==> src/rtl/register_file.sv <==
// register_file: eight 8-bit general-purpose registers for the CPU datapath.
// One synchronous write port and two independent combinational read ports.
// Asynchronous active-high reset clears every register.
// Optional feature macro: REGFILE_BYPASS_EN. When it is defined, a read port that
// addresses the register being written returns the incoming write data
// combinationally (write-through forwarding).
module register_file #(
  parameter int WIDTH  = 8,
  parameter int ADDR_W = 3
) (
  input  logic [WIDTH-1:0]  in,
  output logic [WIDTH-1:0]  out1,
  output logic [WIDTH-1:0]  out2,
  input  logic [ADDR_W-1:0] w_addr,
  input  logic [ADDR_W-1:0] r_addr1,
  input  logic [ADDR_W-1:0] r_addr2,
  input  logic              write,
  input  logic              clk,
  input  logic              reset
);

  localparam int DEPTH   = 2 ** ADDR_W;
  localparam int N_READS = 2;

  // Storage keeps its historical name because benches probe it hierarchically.
  logic [WIDTH-1:0] regFile [0:DEPTH-1];

  // Reset clears all entries at once; otherwise write-back data lands in the addressed entry.
  always_ff @(posedge clk or posedge reset) begin
    if (reset) begin
      for (int i = 0; i < DEPTH; i++) begin
        regFile[i] <= '0;
      end
    end else if (write) begin
      regFile[w_addr] <= in;
    end
  end

  // Both read ports are identical; each gets its own select and data wire.
  genvar gi;
  generate
    for (gi = 0; gi < N_READS; gi++) begin : g_rd
      logic [ADDR_W-1:0] w_sel;
      logic [WIDTH-1:0]  w_data;

      assign w_sel = (gi == 0) ? r_addr1 : r_addr2;

      // Combinational read of the stored value, optionally forwarding this cycle's write.
      always_comb begin
        w_data = regFile[w_sel];
`ifdef REGFILE_BYPASS_EN
        // Forwarding is held off during reset so the outputs stay at the cleared value.
        if (write && !reset && (w_sel == w_addr)) begin
          w_data = in;
        end
`endif
      end
    end
  endgenerate

  assign out1 = g_rd[0].w_data;
  assign out2 = g_rd[1].w_data;

endmodule

==> config.mk <==
export PLATFORM = sky130hd
export DESIGN_NAME = register_file
export DESIGN_NICKNAME = d
export VERILOG_FILES = /design/src/rtl/register_file.sv
export SDC_FILE = /design/constraint.sdc
export NUM_CORES = 1
export LEC_CHECK = 0
export ABC_CLOCK_PERIOD_IN_PS = 2300
export BUFFER_PORTS_ARGS = -buffer_cell sky130_fd_sc_hd__buf_2
export CAP_MARGIN = 20
export CORE_ASPECT_RATIO = 0.75
export CORE_MARGIN = 2
export CORE_UTILIZATION = 50
export CTS_CLUSTER_DIAMETER = 150
export DETAILED_ROUTE_END_ITERATION = 8
export HOLD_SLACK_MARGIN = 0.1
export PLACE_DENSITY_LB_ADDON = 0.3
export SLEW_MARGIN = 20
export SYNTH_ARGS = -nofsm -noshare
export SYNTH_HDL_FRONTEND = slang
export SYNTH_SLANG_ARGS = --single-unit
==> constraint.sdc <==
create_clock -name clk -period 2.3 [get_ports clk]
set_input_delay 0.575 -clock clk [delete_from_list [all_inputs] [get_ports clk]]
set_output_delay 0.575 -clock clk [all_outputs]
set_load 0.01 [all_outputs]
Word level (Yosys, flattened, before mapping)
Cells that the tools add are included.
{"block": "totals", "regBits": 64, "out_inout_bits": 16, "word_cells": 25}
{"block": "op_classes", "order_cmp": 4, "n_mux": 9, "bitwise_logic": 3, "reduce_logical": 1}
{"op": "$bwmux 64", "n": 1}
{"op": "$bmux 8 s3", "n": 2}
{"op": "$mux 8", "n": 5}
{"op": "$demux 8 s3", "n": 1}
{"op": "$ge 4x4->1 const B", "n": 3}
{"op": "$not 3->4", "n": 3}
{"op": "$lt 4x1->1 const B", "n": 1}
{"op": "$logic_and 1x1->1", "n": 1}

Depth between registers and ports, before layout
Gate-level depths: netlist of run 1.
{"block": "depth", "word_depth": 6, "ltp_mapped": 4}

Least setup slack after synthesis of run 1
No wires, ideal clock.
{"block": "synth_path", "path_type": "input-to-output", "from": "input port r_addr1[2]", "to": "output port out1[0]", "arrival_ps": 1697, "setup_slack_ps": 28, "cell_stages": 3, "n_path_buf": 1, "path_cell_list": "clkbuf_1 mux4_1 mux2_2"}
{"block": "synth_via", "elab_chain_len": 4}
{"element": "start, declared", "line_no": "15", "rtl": "input logic [ADDR_W-1:0] r_addr1,"}
{"element": "$not 3->4 (implied by the code)", "line_no": "50", "rtl": "w_data = regFile[w_sel];"}
{"element": "$bmux 8 s3", "line_no": "50"}
{"element": "$mux 8 (implied by the code) (2 in series)", "line_no": "50"}
{"element": "end, declared", "line_no": "12", "rtl": "output logic [WIDTH-1:0] out1,"}
Every way passes these cells. The select of a mux whose other input is x is not followed.

Worst setup path after layout of run 1
{"block": "layout_path", "from": "input port r_addr1[0]", "to": "output port out1[3]"}
The elaborated chain is that of the path after synthesis.

==> results of run 1 <==
[critical path, stage by stage]
cell	delay, ps
buf_8	90
buf_12	140
mux4_2	500
mux2_4	300
buf_6	130
[through the flow]
stage / total power, W / util (%)
after floorplan: 0.00215 / -
after global placement: 0.00239 / 57.3
after detailed placement: 0.00243 / 57.3
after CTS: 0.00377 / 62.1
after global routing: 0.00400 / 62.7
final: 0.00382 / 62.7
[cell usage in the layout (no fill, tap or decap), types with 3 or more instances in the layout]
cell       synthesis  final
buf_12             2      4
bufinv_16          0      3
clkbuf_8           0     10
mux2_4             0     10
nor4bb_2           0      3
buf_6              2     14
buf_4              0     20
dfrtp_1           64     64
buf_2              8     18
nand4b_1           3      3
mux4_2             3     30
mux2_2            80     70
[what timing repair did]
action / in CTS / in global routing
setup endpoints to repair: 16 / 16
resized for setup: 47 / 15
buffers inserted: 1 / 0
cloned: 2 / 0
[routing by layer]
metal  vias to the layer above  part of all wire (%)  wire length (µm)  GRT usage (%)
met2                        61                    49              4060           35.8
met1                      1201                    46              3850           34.3
met4                         0                  0.85                71           6.08
li1                        912                     -                 -              -
met5                         -                     0                 0              0
met3                         8                   4.6               387           7.02
[worst paths after layout]
| check | startpoint | to | slack [ps] | depth (start not counted) |
|---|---|---|---|---|
| setup / recovery | r_addr1[0] | out1[3] | -20 | 5 |
| hold / removal | reset | regFile[5] | 280 | 2 |
| setup reg to reg | regFile[58] | regFile[58] | 1500 | 1 |
| hold reg to reg | regFile[11] | regFile[11] | 540 | 1 |
| max in group asynchronous | reset | regFile[22] | 1450 | 3 |
| min in group clk | regFile[11] | regFile[11] | 540 | 1 |
[area by class of cell]
class	instances	area share, %
sequential	64	37.4
timing repair buffer	59	12.8
inverter	1	0.0876
clock inverter	6	2.69
multi-input combinational	120	41.4
tap	84	2.45
clock buffer	10	3.21
[report_power, final]
part	leakage, nW	internal [W]	switching (W)
combinational	0.939	0.000691	0.000344
sequential	0.768	0.00138	0.000204
clock	0.123	0.000755	0.000455
[kinds of logic after synthesis]
family / after synthesis / synth area share [%]
simple gates: 8 / 2.44
flops: 64 / 45.2
buf+inv: 18 / 3.53
mux: 112 / 48.8
==> results.json, run 1 <==
{
  "die_h_um": 76.9,
  "violations": "setup timing",
  "vias": 2182,
  "portBuffers": 35,
  "power-per-cell-area_mw_per_mm2": 893,
  "max_flop_register": "regFile",
  "syn_nets": 222,
  "cts_max_path_buffers": 2,
  "cts_buffers": 9,
  "drt_iter0_markers": 94,
  "first_pass_iters": 4,
  "largest_registers": "regFile: 64 flops",
  "hpwl_mm": 5.21,
  "start_util_pct": 51.9,
  "wl_per_cell_um": 24.3,
  "design.core.area_mm2": 0.00683,
  "placed_area_mm2": 0.00392,
  "io-pin-count": 36,
  "num_rows": 26,
  "hold_slack_ps": 283,
  "yosysMostFrequentCell": "mux2_2",
  "async_flop_share_pct": 100,
  "grt_max_degree": 30,
  "cp-start-kind": "primary input",
  "syn_to_final_growth_pct": 20.9,
  "grt_use_total_pct": 23.9,
  "finalHoldViolCount": 0,
  "syn_avg_cell_area_um2": 17.5,
  "synth_common_cells": "80 x mux2_2, 64 x dfrtp_1, 29 x mux4_1, 8 x buf_2",
  "worst_slew_pin_slew_ps": 586,
  "drv_slew": 0,
  "worstSkewPairLatency_ps": 330,
  "ys.flop_type": "dfrtp_1",
  "cts_tree": "done",
  "ir_drop_uv": 557,
  "grt_antenna_before_repair": 0,
  "cp_data_arrival_time_ps": 1740,
  "grt_pass1_wl_mm": 13.5,
  "setup-tns-final_ps": -35.7,
  "synth_cells": 202,
  "fin_ws_ps": -17.1,
  "yosysWarnings": 0,
  "post-route-drc-count": 0,
  "multiInputGateArea_mm2": 0.00177,
  "yosysSeqAreaShare_pct": 45.2,
  "hp-class": "primary input to async pin",
  "maxSlewHeadroom_pct": 60.9,
  "design_area_mm2": 0.00428,
  "wirelength_mm": 8.37,
  "worstSetupEndpointType": "output pin",
  "place.gp.congestion": 0.767,
  "cp.required_ps": 1730,
  "p_leak_nw": 1.83,
  "critPathMaxFanout": 8,
  "seqCellArea_mm2": 0.00160,
  "die_area_mm2": 0.00778,
  "cap_violations": 0,
  "fin_crit_sh_pct": 101,
  "drive_above_1_share_pct": 73.1,
  "synth_edf_count": 0,
  "skew_ps": 0,
  "fin_nets": 275,
  "synth_area_mm2": 0.00354,
  "rsz0062_at_grt": "yes",
  "dp_cells": 325,
  "largest_reg_flops": 64,
  "htreeDepth": 3,
  "critPathKind": "primary input to output pin",
  "synth_area_leader_cell": "dfrtp_1",
  "ctsHoldBuffers": 0,
  "ant_nets": 0,
  "outcome": "finished with violations",
  "die_w_um": 101,
  "cts.sinks": 64,
  "diodes": 0,
  "synth_top_cell_area_share_pct": 45.2,
  "pre_cts_ws_ps": -108,
  "grt_overflow": 0,
  "final_cells": 344,
  "ys_ff_latch": 64,
  "synth_top_cells_by_area": "dfrtp_1 45%, mux2_2 25%, mux4_1 22%",
  "yosysUniqueCellTypes": 14,
  "clkTransAtPathRegs_ps": 80,
  "finalCriticalPeriod_ps": 2320,
  "num-fill-cells": 524,
  "grt_pass1_vias": 2264,
  "setup_viol": 3,
  "clockRootBuffer": "clkbuf_8",
  "fmax_mhz": 432,
  "viasPerCell": 6.34
}
Power figures use the tool's default switching activity.
==> run 2: changes to the inputs <==
Settings changed: CORE_MARGIN 2 to 4.
==> results.json, run 2 (synthesis gave the netlist of run 1 again) <==
{
  "outcome": "finished with violations",
  "violations": "setup timing",
  "cp_top_family": "multiplexers",
  "worstSkewPairLatency_ps": 340,
  "wirelength_mm": 7.94,
  "path_cells": "buf_8, buf_12, mux4_2, mux2_4, buf_6",
  "drv_slew": 0,
  "finalHoldViolCount": 0,
  "grt_pass1_vias": 2277,
  "p_int_w": 0.00264,
  "cts.sinks": 64,
  "worstSetupEndpointType": "output pin",
  "largest_registers": "regFile: 64 flops",
  "finalCriticalPeriod_ps": 2300,
  "max_stage_delay_ps": 500,
  "clkTransAtPathRegs_ps": 80,
  "io-pin-count": 36,
  "max_flop_register": "regFile",
  "met1Wirelength_mm": 3.53,
  "place.gp.congestion": 0.736,
  "drt_iter0_markers": 89,
  "grt_use_total_pct": 20.9,
  "grt_overflow": 0,
  "power-per-cell-area_mw_per_mm2": 852,
  "slowest_stage": "mux4_2",
  "cp.required_ps": 1730,
  "wl_per_cell_um": 22.3,
  "power_frac_comb_pct": 28.9,
  "p_sw_share_pct": 27.1,
  "cts_max_path_buffers": 2,
  "grt_max_degree": 65,
  "start_util_pct": 51.6,
  "fmax_mhz": 435,
  "die_h_um": 80.9,
  "power_frac_seq_pct": 43.5,
  "p_leak_nw": 1.80,
  "p_sw_w": 0.000982,
  "clockRootBuffer": "clkbuf_8",
  "num_rows": 26,
  "first_pass_iters": 4,
  "diodes": 0,
  "fin_nets": 273,
  "utilization_pct": 61.9,
  "ir_drop_uv": 506,
  "cts_tree": "done",
  "layout_common_cells": "68 x mux2_2, 64 x dfrtp_1, 30 x mux4_2, 18 x buf_4",
  "hp-class": "primary input to async pin",
  "final_cells": 356,
  "cts_buffers": 9,
  "vias": 2115,
  "cp-start-kind": "primary input",
  "wl_met2_mm": 3.91,
  "cp_data_arrival_time_ps": 1730,
  "hpwl_mm": 5.22,
  "power_frac_clock_pct": 27.6,
  "fin_crit_sh_pct": 100,
  "rsz0062_at_grt": "yes",
  "portBuffers": 35,
  "final_common_cell": "mux2_2",
  "grt_pass1_wl_mm": 13.0,
  "num-fill-cells": 546,
  "ant_nets": 0,
  "critPathMaxFanout": 8,
  "cap_violations": 0,
  "met3_length_um": 424,
  "multiInputGateArea_mm2": 0.00178,
  "seqCellArea_mm2": 0.00160,
  "post-route-drc-count": 0,
  "dp_cells": 337,
  "routed.top_layer": "met4",
  "critPathKind": "primary input to output pin",
  "die_w_um": 105,
  "largest_reg_flops": 64,
  "htreeDepth": 3,
  "grt_antenna_before_repair": 0,
  "design.core.area_mm2": 0.00686,
  "fin_ws_ps": -0.860,
  "drive_above_1_share_pct": 72.9,
  "syn_to_final_growth_pct": 19.8,
  "worst_slew_pin_slew_ps": 334,
  "setup_viol": 2,
  "viasPerCell": 5.94,
  "crit_buf_inv": 3,
  "maxSlewHeadroom_pct": 77.7,
  "die_area_mm2": 0.00851,
  "skew_ps": 0
}
run 2: cell count changes in the layout (fill, tap and decap cells not counted):
cell | before | now
clkinv_4 | 1 | 0
mux2_2 | 70 | 68
buf_8 | 1 | 2
bufinv_16 | 3 | 1
inv_6 | 1 | 0
buf_6 | 14 | 16
clkinvlp_4 | 1 | 2
clkinv_2 | 0 | 2
buf_16 | 2 | 1
buf_4 | 20 | 18
mux2_4 | 10 | 12
buf_2 | 18 | 16
clkbuf_8 | 10 | 11
run 2: final timing paths:
path / start / endpoint / slack, ps / depth (start not counted)
min in group clk: regFile[1] / regFile[1] / 530 / 1
max in group asynchronous: reset / regFile[11] / 1740 / 3
hold / removal: reset / regFile[26] / 280 / 3
setup reg to reg: regFile[27] / regFile[27] / 1480 / 1
setup / recovery: r_addr2[0] / out2[7] / -0.9 / 5
hold reg to reg: regFile[1] / regFile[1] / 530 / 1
run 2: routing by layer:
layer  track usage, %  vias up
li1                 -      901
met1             27.3     1143
met2             33.9       62
met3             6.67        9
met4             5.90        0
met5                0        -
run 2: area by class of cell:
class | count | area share (%)
clock buffers | 11 | 3.57
clock inverters | 5 | 1.30
inverters | 1 | 0.0884
multi-input cells | 120 | 41.9
flip-flops and latches | 64 | 37.7
well taps | 98 | 2.89
repair buffers | 57 | 12.6
run 2: tightest hold or removal path: cells and delay by family:
kind                   cells  cell delay (ps)
buffers and inverters      3              460
run 2: power by group through the flow:
stage / sequential, W / clock (W) / combinational (W)
2_1_floorplan: 0.00149 / 0 / 0.000656
3_3_place_gp: 0.00155 / 0 / 0.000842
3_5_place_dp: 0.00157 / 0 / 0.000867
4_1_cts: 0.00157 / 0.00102 / 0.000985
5_1_grt: 0.00160 / 0.00108 / 0.00112
6_report: 0.00157 / 0.000998 / 0.00105
run 2: stage by stage:
step	TNS, ps	total power (W)	area [µm²]	hold slack (ps)	worst slack (ps)
2_1_floorplan	0	0.00215	3540	485	28.1
3_3_place_gp	-1380	0.00239	3930	495	-101
3_5_place_dp	-1530	0.00244	3930	507	-119
4_1_cts	-9.66	0.00357	4190	289	-4.29
5_1_grt	-165	0.00381	4250	298	-31.6
6_report	-1.06	0.00362	4250	280	-0.860
run 2: timing repair:
action,4_1_cts,5_1_grt
hold endpoints to repair,0,0
resized for setup,51,13
buffers inserted,3,0
pin swaps,0,0
endpoints found under the setup margin,16,15
hold buffers,0,0
cloned,1,0
